<file path="src/rtl/button_decoder_if.sv">
// Button front-end bus: raw key lines in, ready pulse, button code and random colour out.
interface button_decoder_if;
    logic [4:0] BTN_RAW;
    logic       R;
    logic [2:0] B;
    logic [1:0] C;

    modport master (output BTN_RAW, input R, B, C);
    modport slave  (input BTN_RAW, output R, B, C);
endinterface

</file>
<file path="src/rtl/button_decoder.sv">
// Synchronises and debounces five raw buttons, emits a one-cycle ready pulse with a stable code,
// and hands out a fresh LFSR colour with every accepted press.
module button_decoder #(
    parameter int          DEBOUNCE_CYCLES = 50000,
    parameter bit          ACTIVE_LOW      = 1'b1,
    parameter logic [15:0] LFSR_SEED       = 16'hACE1
) (
    input  logic            CLK,
    input  logic            RESET_N,
    button_decoder_if.slave bus
);
    localparam int                CNT_W   = (DEBOUNCE_CYCLES > 2) ? $clog2(DEBOUNCE_CYCLES) : 1;
    localparam logic [CNT_W-1:0]  CNT_MAX = CNT_W'(DEBOUNCE_CYCLES - 1);
    localparam logic [15:0]       SEED    = (LFSR_SEED == 16'h0000) ? 16'h0001 : LFSR_SEED;
    // Galois taps for x^16 + x^14 + x^13 + x^11 + 1 in a right-shifting register
    localparam logic [15:0]       TAPS    = 16'hB400;

    typedef enum logic [1:0] {
        IDLE,
        DEB_PRESS,
        PRESSED,
        DEB_REL
    } state_t;

    function automatic logic is_onehot(input logic [4:0] v);
        return (v != 5'd0) && ((v & (v - 5'd1)) == 5'd0);
    endfunction

    function automatic logic [2:0] btn_code(input logic [4:0] v);
        logic [2:0] code;
        case (v)
            5'b00001: code = 3'd1;
            5'b00010: code = 3'd2;
            5'b00100: code = 3'd3;
            5'b01000: code = 3'd4;
            5'b10000: code = 3'd6;
            default:  code = 3'd0;
        endcase
        return code;
    endfunction

    function automatic logic [15:0] lfsr_step(input logic [15:0] v);
        return v[0] ? ((v >> 1) ^ TAPS) : (v >> 1);
    endfunction

    function automatic logic [CNT_W-1:0] sat_inc(input logic [CNT_W-1:0] v);
        return (v == {CNT_W{1'b1}}) ? v : v + CNT_W'(1);
    endfunction

    logic [4:0]       btn_in;
    logic [4:0]       sync_p0;
    logic [4:0]       sync_p1;
    state_t           state_q;
    state_t           state_d;
    logic [CNT_W-1:0] cnt_q;
    logic [CNT_W-1:0] cnt_d;
    logic [4:0]       cap_q;
    logic [4:0]       cap_d;
    logic             vld_p2;
    logic             vld_d;
    logic [2:0]       code_p2;
    logic [2:0]       code_d;
    logic [1:0]       colour_p2;
    logic [1:0]       colour_d;
    logic [15:0]      lfsr_q;

    assign btn_in = ACTIVE_LOW ? ~bus.BTN_RAW : bus.BTN_RAW;

    // Stage p0/p1: two-flop synchroniser, 1 = pressed; the LFSR free-runs alongside
    always_ff @(posedge CLK or negedge RESET_N) begin
        if (!RESET_N) begin
            sync_p0 <= 5'd0;
            sync_p1 <= 5'd0;
            lfsr_q  <= SEED;
        end else begin
            sync_p0 <= btn_in;
            sync_p1 <= sync_p0;
            lfsr_q  <= lfsr_step(lfsr_q);
        end
    end

    // Stage p2: debounce FSM state and registered outputs
    always_ff @(posedge CLK or negedge RESET_N) begin
        if (!RESET_N) begin
            state_q   <= IDLE;
            cnt_q     <= '0;
            cap_q     <= 5'd0;
            vld_p2    <= 1'b0;
            code_p2   <= 3'd0;
            colour_p2 <= 2'b00;
        end else begin
            state_q   <= state_d;
            cnt_q     <= cnt_d;
            cap_q     <= cap_d;
            vld_p2    <= vld_d;
            code_p2   <= code_d;
            colour_p2 <= colour_d;
        end
    end

    always_comb begin
        state_d  = state_q;
        cnt_d    = cnt_q;
        cap_d    = cap_q;
        vld_d    = 1'b0;
        code_d   = code_p2;
        colour_d = colour_p2;
        case (state_q)
            IDLE: begin
                if (is_onehot(sync_p1)) begin
                    cap_d   = sync_p1;
                    cnt_d   = '0;
                    state_d = DEB_PRESS;
                end
            end
            DEB_PRESS: begin
                if (sync_p1 != cap_q) begin
                    state_d = IDLE;
                end else if (cnt_q == CNT_MAX) begin
                    state_d  = PRESSED;
                    vld_d    = 1'b1;
                    code_d   = btn_code(cap_q);
                    colour_d = lfsr_q[1:0];
                end else begin
                    cnt_d = sat_inc(cnt_q);
                end
            end
            PRESSED: begin
                // Extra buttons are ignored; only a full release moves on
                if (sync_p1 == 5'd0) begin
                    cnt_d   = '0;
                    state_d = DEB_REL;
                end
            end
            DEB_REL: begin
                if (sync_p1 != 5'd0) begin
                    cnt_d = '0;
                end else if (cnt_q == CNT_MAX) begin
                    state_d = IDLE;
                    code_d  = 3'd0;
                end else begin
                    cnt_d = sat_inc(cnt_q);
                end
            end
            default: begin
                state_d = IDLE;
            end
        endcase
    end

    assign bus.R = vld_p2;
    assign bus.B = code_p2;
    assign bus.C = colour_p2;
endmodule
</file>
<file path="src/flat_wrapper.sv">
// flat-port wrapper written by rule: the top's interface ports become plain ports
module button_decoder_flat 
#(
    parameter int          DEBOUNCE_CYCLES = 50000,
    parameter bit          ACTIVE_LOW      = 1'b1,
    parameter logic [15:0] LFSR_SEED       = 16'hACE1
)
  (CLK, RESET_N, bus_BTN_RAW, bus_R, bus_B, bus_C);
  button_decoder_if bus_i ();
  input  logic CLK;
  input  logic RESET_N;
  input wire logic [$bits(bus_i.BTN_RAW)-1:0] bus_BTN_RAW;
  output wire logic [$bits(bus_i.R)-1:0] bus_R;
  output wire logic [$bits(bus_i.B)-1:0] bus_B;
  output wire logic [$bits(bus_i.C)-1:0] bus_C;
  assign bus_i.BTN_RAW = bus_BTN_RAW;
  assign bus_R = bus_i.R;
  assign bus_B = bus_i.B;
  assign bus_C = bus_i.C;
  button_decoder #(.DEBOUNCE_CYCLES(DEBOUNCE_CYCLES), .ACTIVE_LOW(ACTIVE_LOW), .LFSR_SEED(LFSR_SEED)) u_core (.CLK(CLK), .RESET_N(RESET_N), .bus(bus_i));
endmodule
</file>
<file path="config.mk">
export PLATFORM = sky130hd
export DESIGN_NAME = button_decoder_flat
export DESIGN_NICKNAME = d
export VERILOG_FILES = /design/src/rtl/button_decoder_if.sv /design/src/rtl/button_decoder.sv /design/src/flat_wrapper.sv
export SDC_FILE = /design/constraint.sdc
export NUM_CORES = 1
export LEC_CHECK = 0
export BUFFER_PORTS_ARGS = -buffer_cell sky130_fd_sc_hd__buf_2
export CAP_MARGIN = 5
export CORE_MARGIN = 3
export CORE_UTILIZATION = 60
export CTS_CLUSTER_SIZE = 14
export DETAILED_ROUTE_END_ITERATION = 7
export GPL_TIMING_DRIVEN = 0
export PLACE_DENSITY_LB_ADDON = 0.05
export SETUP_SLACK_MARGIN = 0.3
export SLEW_MARGIN = 20
export SYNTH_ARGS = -nofsm -noshare
export SYNTH_HDL_FRONTEND = slang
export SYNTH_SLANG_ARGS = --single-unit
</file>
<file path="constraint.sdc">
create_clock -name CLK -period 5.6 [get_ports CLK]
set_input_delay 0.84 -clock CLK [delete_from_list [all_inputs] [get_ports CLK]]
set_output_delay 0.84 -clock CLK [all_outputs]
set_load 0.02 [all_outputs]
</file>
== Word-level counts from Yosys, hierarchy flattened ==
Index checks and enable logic that the tools add are counted.

* Register bits: 55

* $add $sub $neg: 2
* Equality and inequality tests: 18
* Muxes and demuxes: 24
* Bitwise logic cells: 4
* Reduce and logical (&&, ||, !) cells: 11

{| class="wikitable"
|+ Operators with widths
! operator !! count
|-
| 2-to-1 mux 16 bit || 7
|-
| one-hot mux 16 bit (4 select lines) || 1
|-
| == test 16 bit, second input constant || 2
|-
| adder 16 x 1 -> 16 bit, second input constant || 1
|-
| one-hot mux 3 bit (5 select lines) || 1
|-
| 2-to-1 mux 2 bit || 6
|-
| 2-to-1 mux 3 bit || 4
|-
| logical NOT 5 bit || 2
|-
| AND reduction 5 bit || 2
|-
| inequality test 2 x 1 -> 1 bit, second input constant || 4
|-
| one-hot mux 2 bit (4 select lines) || 1
|-
| one-hot mux 3 bit (2 select lines) || 1
|-
| AND reduction 3 bit || 2
|-
| AND 5 bit || 1
|-
| == test 5 x 1 -> 1 bit, second input constant || 1
|-
| == test 5 x 2 -> 1 bit, second input constant || 1
|-
| == test 5 x 3 -> 1 bit, second input constant || 1
|-
| == test 5 x 4 -> 1 bit, second input constant || 1
|-
| == test 5 bit, second input constant || 1
|-
| inequality test 5 bit || 1
|-
| NOT 5 bit || 1
|-
| nonzero test 5 bit || 1
|-
| subtractor 5 x 1 -> 5 bit, second input constant || 1
|-
| == test 2 bit, second input constant || 2
|-
| 10 further kinds || 13
|}

== Logic depth before layout (Yosys ltp) ==
* Word-level depth: 6
* Depth in mapped cells: 8
* Depth with buffers taken out: 6

== Worst setup path after synthesis ==
OpenSTA, ideal clock, no wires.

* Path kind: register -> register
* Start: register u_core.sync_p1[2]
* End: register u_core.cnt_q[0]
* Library setup time: 79 ps
* Data arrival time: 1951 ps
* Data required time: 5521 ps
* Slack: 3570 ps
* Cell stages (with the launch flop): 8
* Path buffers: 2
* Cell sequence: dfrtp_1 -> or4b_1 -> o211a_1 -> or3_1 -> buf_2 -> buf_6 -> a21oi_4 -> mux2i_1

* Cells in the longest elaborated chain, start to end: 6
* Elaborated cells between the ends (all ways): 13

{| class="wikitable"
|+ Ends and longest elaborated chain
! what !! RTL line !! RTL
|-
| start, declared || button_decoder.sv:52 || <nowiki>logic [4:0] sync_p1;</nowiki>
|-
| start signal, assigned || button_decoder.sv:77 || <nowiki>sync_p1 <= sync_p0;</nowiki>
|-
| subtractor 5 x 1 -> 5 bit || button_decoder.sv:26 || <nowiki>return (v != 5'd0) && ((v & (v - 5'd1)) == 5'd0);</nowiki>
|-
| AND 5 bit || button_decoder.sv:26 ||
|-
| logical NOT 5 bit || button_decoder.sv:26 ||
|-
| logical AND 1 bit || button_decoder.sv:26 ||
|-
| inequality test 2 x 1 -> 1 bit (no line) || - ||
|-
| AND reduction 3 bit (no line) || - ||
|-
| end signal, assigned || button_decoder.sv:93 || <nowiki>cnt_q <= cnt_d;</nowiki>
|-
| end, declared || button_decoder.sv:55 || <nowiki>logic [CNT_W-1:0] cnt_q;</nowiki>
|}

Several ways; a longest one is shown, not always the timed one.
A chain may end at the register's enable or synchronous reset.

== Worst setup path after layout ==
* Start: register u_core.cnt_q[12]
* End: register u_core.colour_p2[1], in the netlist u_core.bus.C[1]

* Cells in the longest elaborated chain, start to end: 2

{| class="wikitable"
|+ Ends and longest elaborated chain
! what !! RTL line !! RTL
|-
| == test 16 bit || button_decoder.sv:119 || <nowiki>end else if (cnt_q == CNT_MAX) begin</nowiki>
|-
| AND reduction 3 bit (no line) || - ||
|-
| end signal, assigned || button_decoder.sv:97 || <nowiki>colour_p2 <= colour_d;</nowiki>
|-
| end, declared || button_decoder.sv:63 || <nowiki>logic [1:0] colour_p2;</nowiki>
|}

Every way passes these cells.

==> qor.csv <==
stage,metric,value,unit
global_routing,largest net degree at the start of global routing,56,
logic_synthesis,Cells after Synth,242,
finish,Reg area,1390,um2
logic_synthesis,post-synth top area share,44.1,%
clock_network,clk slew on worst S/H paths,0.11,ns
power_and_ir_drop,PwrDens,271,nW/um2
logic_synthesis,ys flop type,dfrtp_1,
logic_synthesis,Yosys reg bits,55,
drt,ANT nets after route,0,
global_routing,first-pass GRT wire length,7960,um
setup_path,CP startpoint,u_core.cnt_q[12]$_DFFE_PN0P_,
die,DIE HEIGHT,72.7,um
setup_path,"Cell Chain, Critical Path",nor4b_1 -> nand4_1 -> nor2_1 -> and4_1 -> clkbuf_1 -> mux2_2,
clock_network,CTS root buf,clkbuf_8,
finish,area growth from synthesis to layout,8.31,%
setup_path,"delay-heaviest family, CP",simple AND/OR/NAND/NOR gates,
finish,number of antenna diodes,0,
power_and_ir_drop,Sw Ratio,28.2,%
die,I/O pin count,13,
logic_synthesis,mapped cell area,2670,um2
sta,fin. max-slew vios,0,
placed_design,post-DP HPWL,3280,um
sta,Worst Tran Pin Value,0.661,ns
global_routing,initial antenna violation count,0,
clock_network,Post-CTS Setup Bufs,0,
die,Die ar.,5280,um2
drt,wire length per cell,15.0,um
setup_path,critical path's largest stage delay,0.46,ns
placed_design,PortBufs,12,
logic_synthesis,post-synthesis sequential area ratio,52.0,%
clock_network,CTS H-tree lvls,2,
setup_path,R2R Path Start,u_core.cnt_q[12]$_DFFE_PN0P_,
logic_synthesis,synthesized area per cell,11.0,um2
run_status,outcome,completed,
power_and_ir_drop,P_leak,0.00125,uW
clock_network,count of clock tree sinks,55,
clock_network,Worst-Skew Late Latency,0.31,ns
setup_path,critical path buffer and inverter count,1,
sta,TNS Setup,0,ns
logic_synthesis,synth warn,0,
job,max-cap violations,0,
sta,final worst-path cycle share,41.3,%
setup_path,CP required,5.79,ns
clock_network,hold-fix buffers at CTS,0,
logic_synthesis,Post-Syn Nets,250,
setup_path,Critical Path End Type,flop,
finish,fin nets,269,
power_and_ir_drop,sequential share of power,56.5,%
logic_synthesis,ys async rst share,100,%
logic_synthesis,top post-synthesis cells by area,"dfrtp_1 44%, dfstp_2 7.9%, nand3_1 4.5%",
clock_network,TritonCTS Buffers,5,
die,row count,23,
sta,Peak Freq,432,MHz
die,die span in x,72.7,um
worst_hold_path,Hold Crit Class,flop to flop,
sta,"Setup violations, final",0,
drt,vias,1863,
setup_path,CP Max Fanout,8,
global_routing,GR Overflow Total,0,
logic_synthesis,most frequent cell after synthesis,dfrtp_1,
die,Initial Utilization,64.3,%
power_and_ir_drop,Cell Int Power,561,uW
sta,clk_skew,0.0164,ns
finish,fillcell total,316,
drt,drt pass-1 iters,4,
power_and_ir_drop,Psw,220,uW
logic_synthesis,Post-synth EDFFs,0,
placed_design,Setup WS pre-CTS,3.33,ns
clock_network,CTS tree,yes,
setup_path,startpoint types,flop,
worst_hold_path,Hold Crit Start,u_core.lfsr_q[2]$_DFF_PN0_,
drt,DRC errors left,0,
finish,multi-input combinational cell area,1170,um2
global_routing,Total GRT Usage,19.3,%
die,core area,4140,um2
sta,Final Hold Viols,0,
power_and_ir_drop,VDD IR max,205,uV
power_and_ir_drop,clock share of power,29.8,%
sta,Final min period,2.31,ns
placed_design,routability cong.,0.875,
logic_synthesis,"top cells by count, synth","47 x dfrtp_1, 24 x nand3_1, 11 x inv_1",
drt,routed vias/inst,5.97,
sta,final setup margin,3.29,ns
setup_path,critical path class,flop to flop,
drt,number of DRC markers in iteration 0,175,
global_routing,vias in the first global route,1680,
logic_synthesis,post-synth top area cell,dfrtp_1,
logic_synthesis,Synth cell types,53,
sta,worst relative slew slack,55.6,%
sta,RSZ-0062 raised after global routing,no,
drt,routed wire length,4680,um
setup_path,Slowest cell on crit path,dfrtp_1,
finish,share of layout cells above drive strength 1,20.6,%
setup_path,Worst Path Arrival,2.51,ns
power_and_ir_drop,Combinational Power Share,13.7,%
clock_network,clk buf depth,2,
clock_network,post-CTS sizing,0,
## through the flow
step                total power (uW)  instance area [um2]  hold WS (ns)  instances  util (%)
global route                     823                 2890         0.365        312      69.7
finish                           781                 2890         0.351        312      69.7
global placement                 552                 2790         0.333        304      67.3
CTS                              788                 2890         0.353        312      69.7
detailed placement               557                 2790         0.335        304      67.4
floorplan                        527                 2670         0.331        242         -
## per-layer routing
layer | part of all wire (%) | GRT usage (%)
met3 | 3.8 | 3.03
met5 | 0 | 0
met1 | 49 | 28.9
met4 | 1.3 | 5.94
met2 | 45 | 29.1
## area by class of cell
| cell class | count | share of cell area (%) |
|---|---|---|
| clock inverters | 3 | 0.953 |
| well taps | 50 | 2.17 |
| clock buffers | 5 | 2.38 |
| repair buffers | 12 | 2.17 |
| flip-flops and latches | 55 | 48.0 |
| multi-input cells | 162 | 40.6 |
| inverters | 11 | 1.43 |
| plain buffers | 14 | 2.30 |
## kinds of logic (layout without fill, tap and decap cells)
logic type | count (synthesis) | count (layout) | share of synthesized area (%)
muxes | 19 | 19 | 7.56
xor gates and xnor gates | 12 | 12 | 3.94
AOI/OAI and AO/OA | 41 | 41 | 12.2
buffers and inverters | 25 | 45 | 4.04
and+or+nand+nor | 89 | 89 | 19.8
adders and majority gates | 1 | 1 | 0.469
DFF | 55 | 55 | 52.0
## power groups by stage
stage          clock network, uW  logic [uW]  registers, uW
4_1_cts                      238         108            441
5_1_grt                      257         120            445
3_3_place_gp                   0         105            448
3_5_place_dp                   0         108            449
6_report                     233         107            441
2_1_floorplan                  0        84.5            443
## path summary, 6_finish.rpt
path | to | slack (ns) | depth (start not counted)
worst max-delay path | u_core.bus.C[1]$_DFFE_PN0P_ | 3.29 | 6
worst min-delay path | u_core.lfsr_q[1]$_DFF_PN0_ | 0.35 | 0
worst max register to register | u_core.bus.C[1]$_DFFE_PN0P_ | 3.29 | 6
worst min register to register | u_core.lfsr_q[1]$_DFF_PN0_ | 0.35 | 0
max in group asynchronous | asynchronous set/reset pin | 4.61 | 1
min in group asynchronous | u_core.cnt_q[15]$_DFFE_PN0P_ | 0.54 | 1
## worst register-to-register path, delay by kind of cell, from the launching register on
kind	cells	cell delay (ns)
AND/OR/NAND/NOR	4	1.16
flip-flops	1	0.46
buffers and inverters	1	0.21
multiplexers	1	0.37
## state kept, by name (all words and copies together) (netlist names), named ones only
register        count
u_core.bus.B        3
u_core.state_q      1
u_core.lfsr_q      16
u_core.bus.R        1
u_core.cnt_q       16
u_core.sync_p1      5
u_core.bus.C        2
u_core.sync_p0      5
u_core.cap_q        5
## cell usage in the layout (no fill, tap or decap), types with 4 or more instances in the layout
cell,netlist,final
dfrtp_1,47,47
a211oi_1,4,4
inv_1,11,11
or3_1,5,5
nor2_1,6,6
mux2i_1,10,10
buf_2,5,16
nand3_1,24,24
dfstp_2,8,8
mux2_2,9,9
xor2_1,9,9
a22oi_1,4,4
nor3_1,5,5
clkbuf_1,7,7
nand4_1,5,5
o21ai_0,8,8
clkbuf_8,0,5
or4_1,4,4
and4_1,4,4
nand3b_1,9,9
nand2_1,10,10
Power figures use the tool's default switching activity.
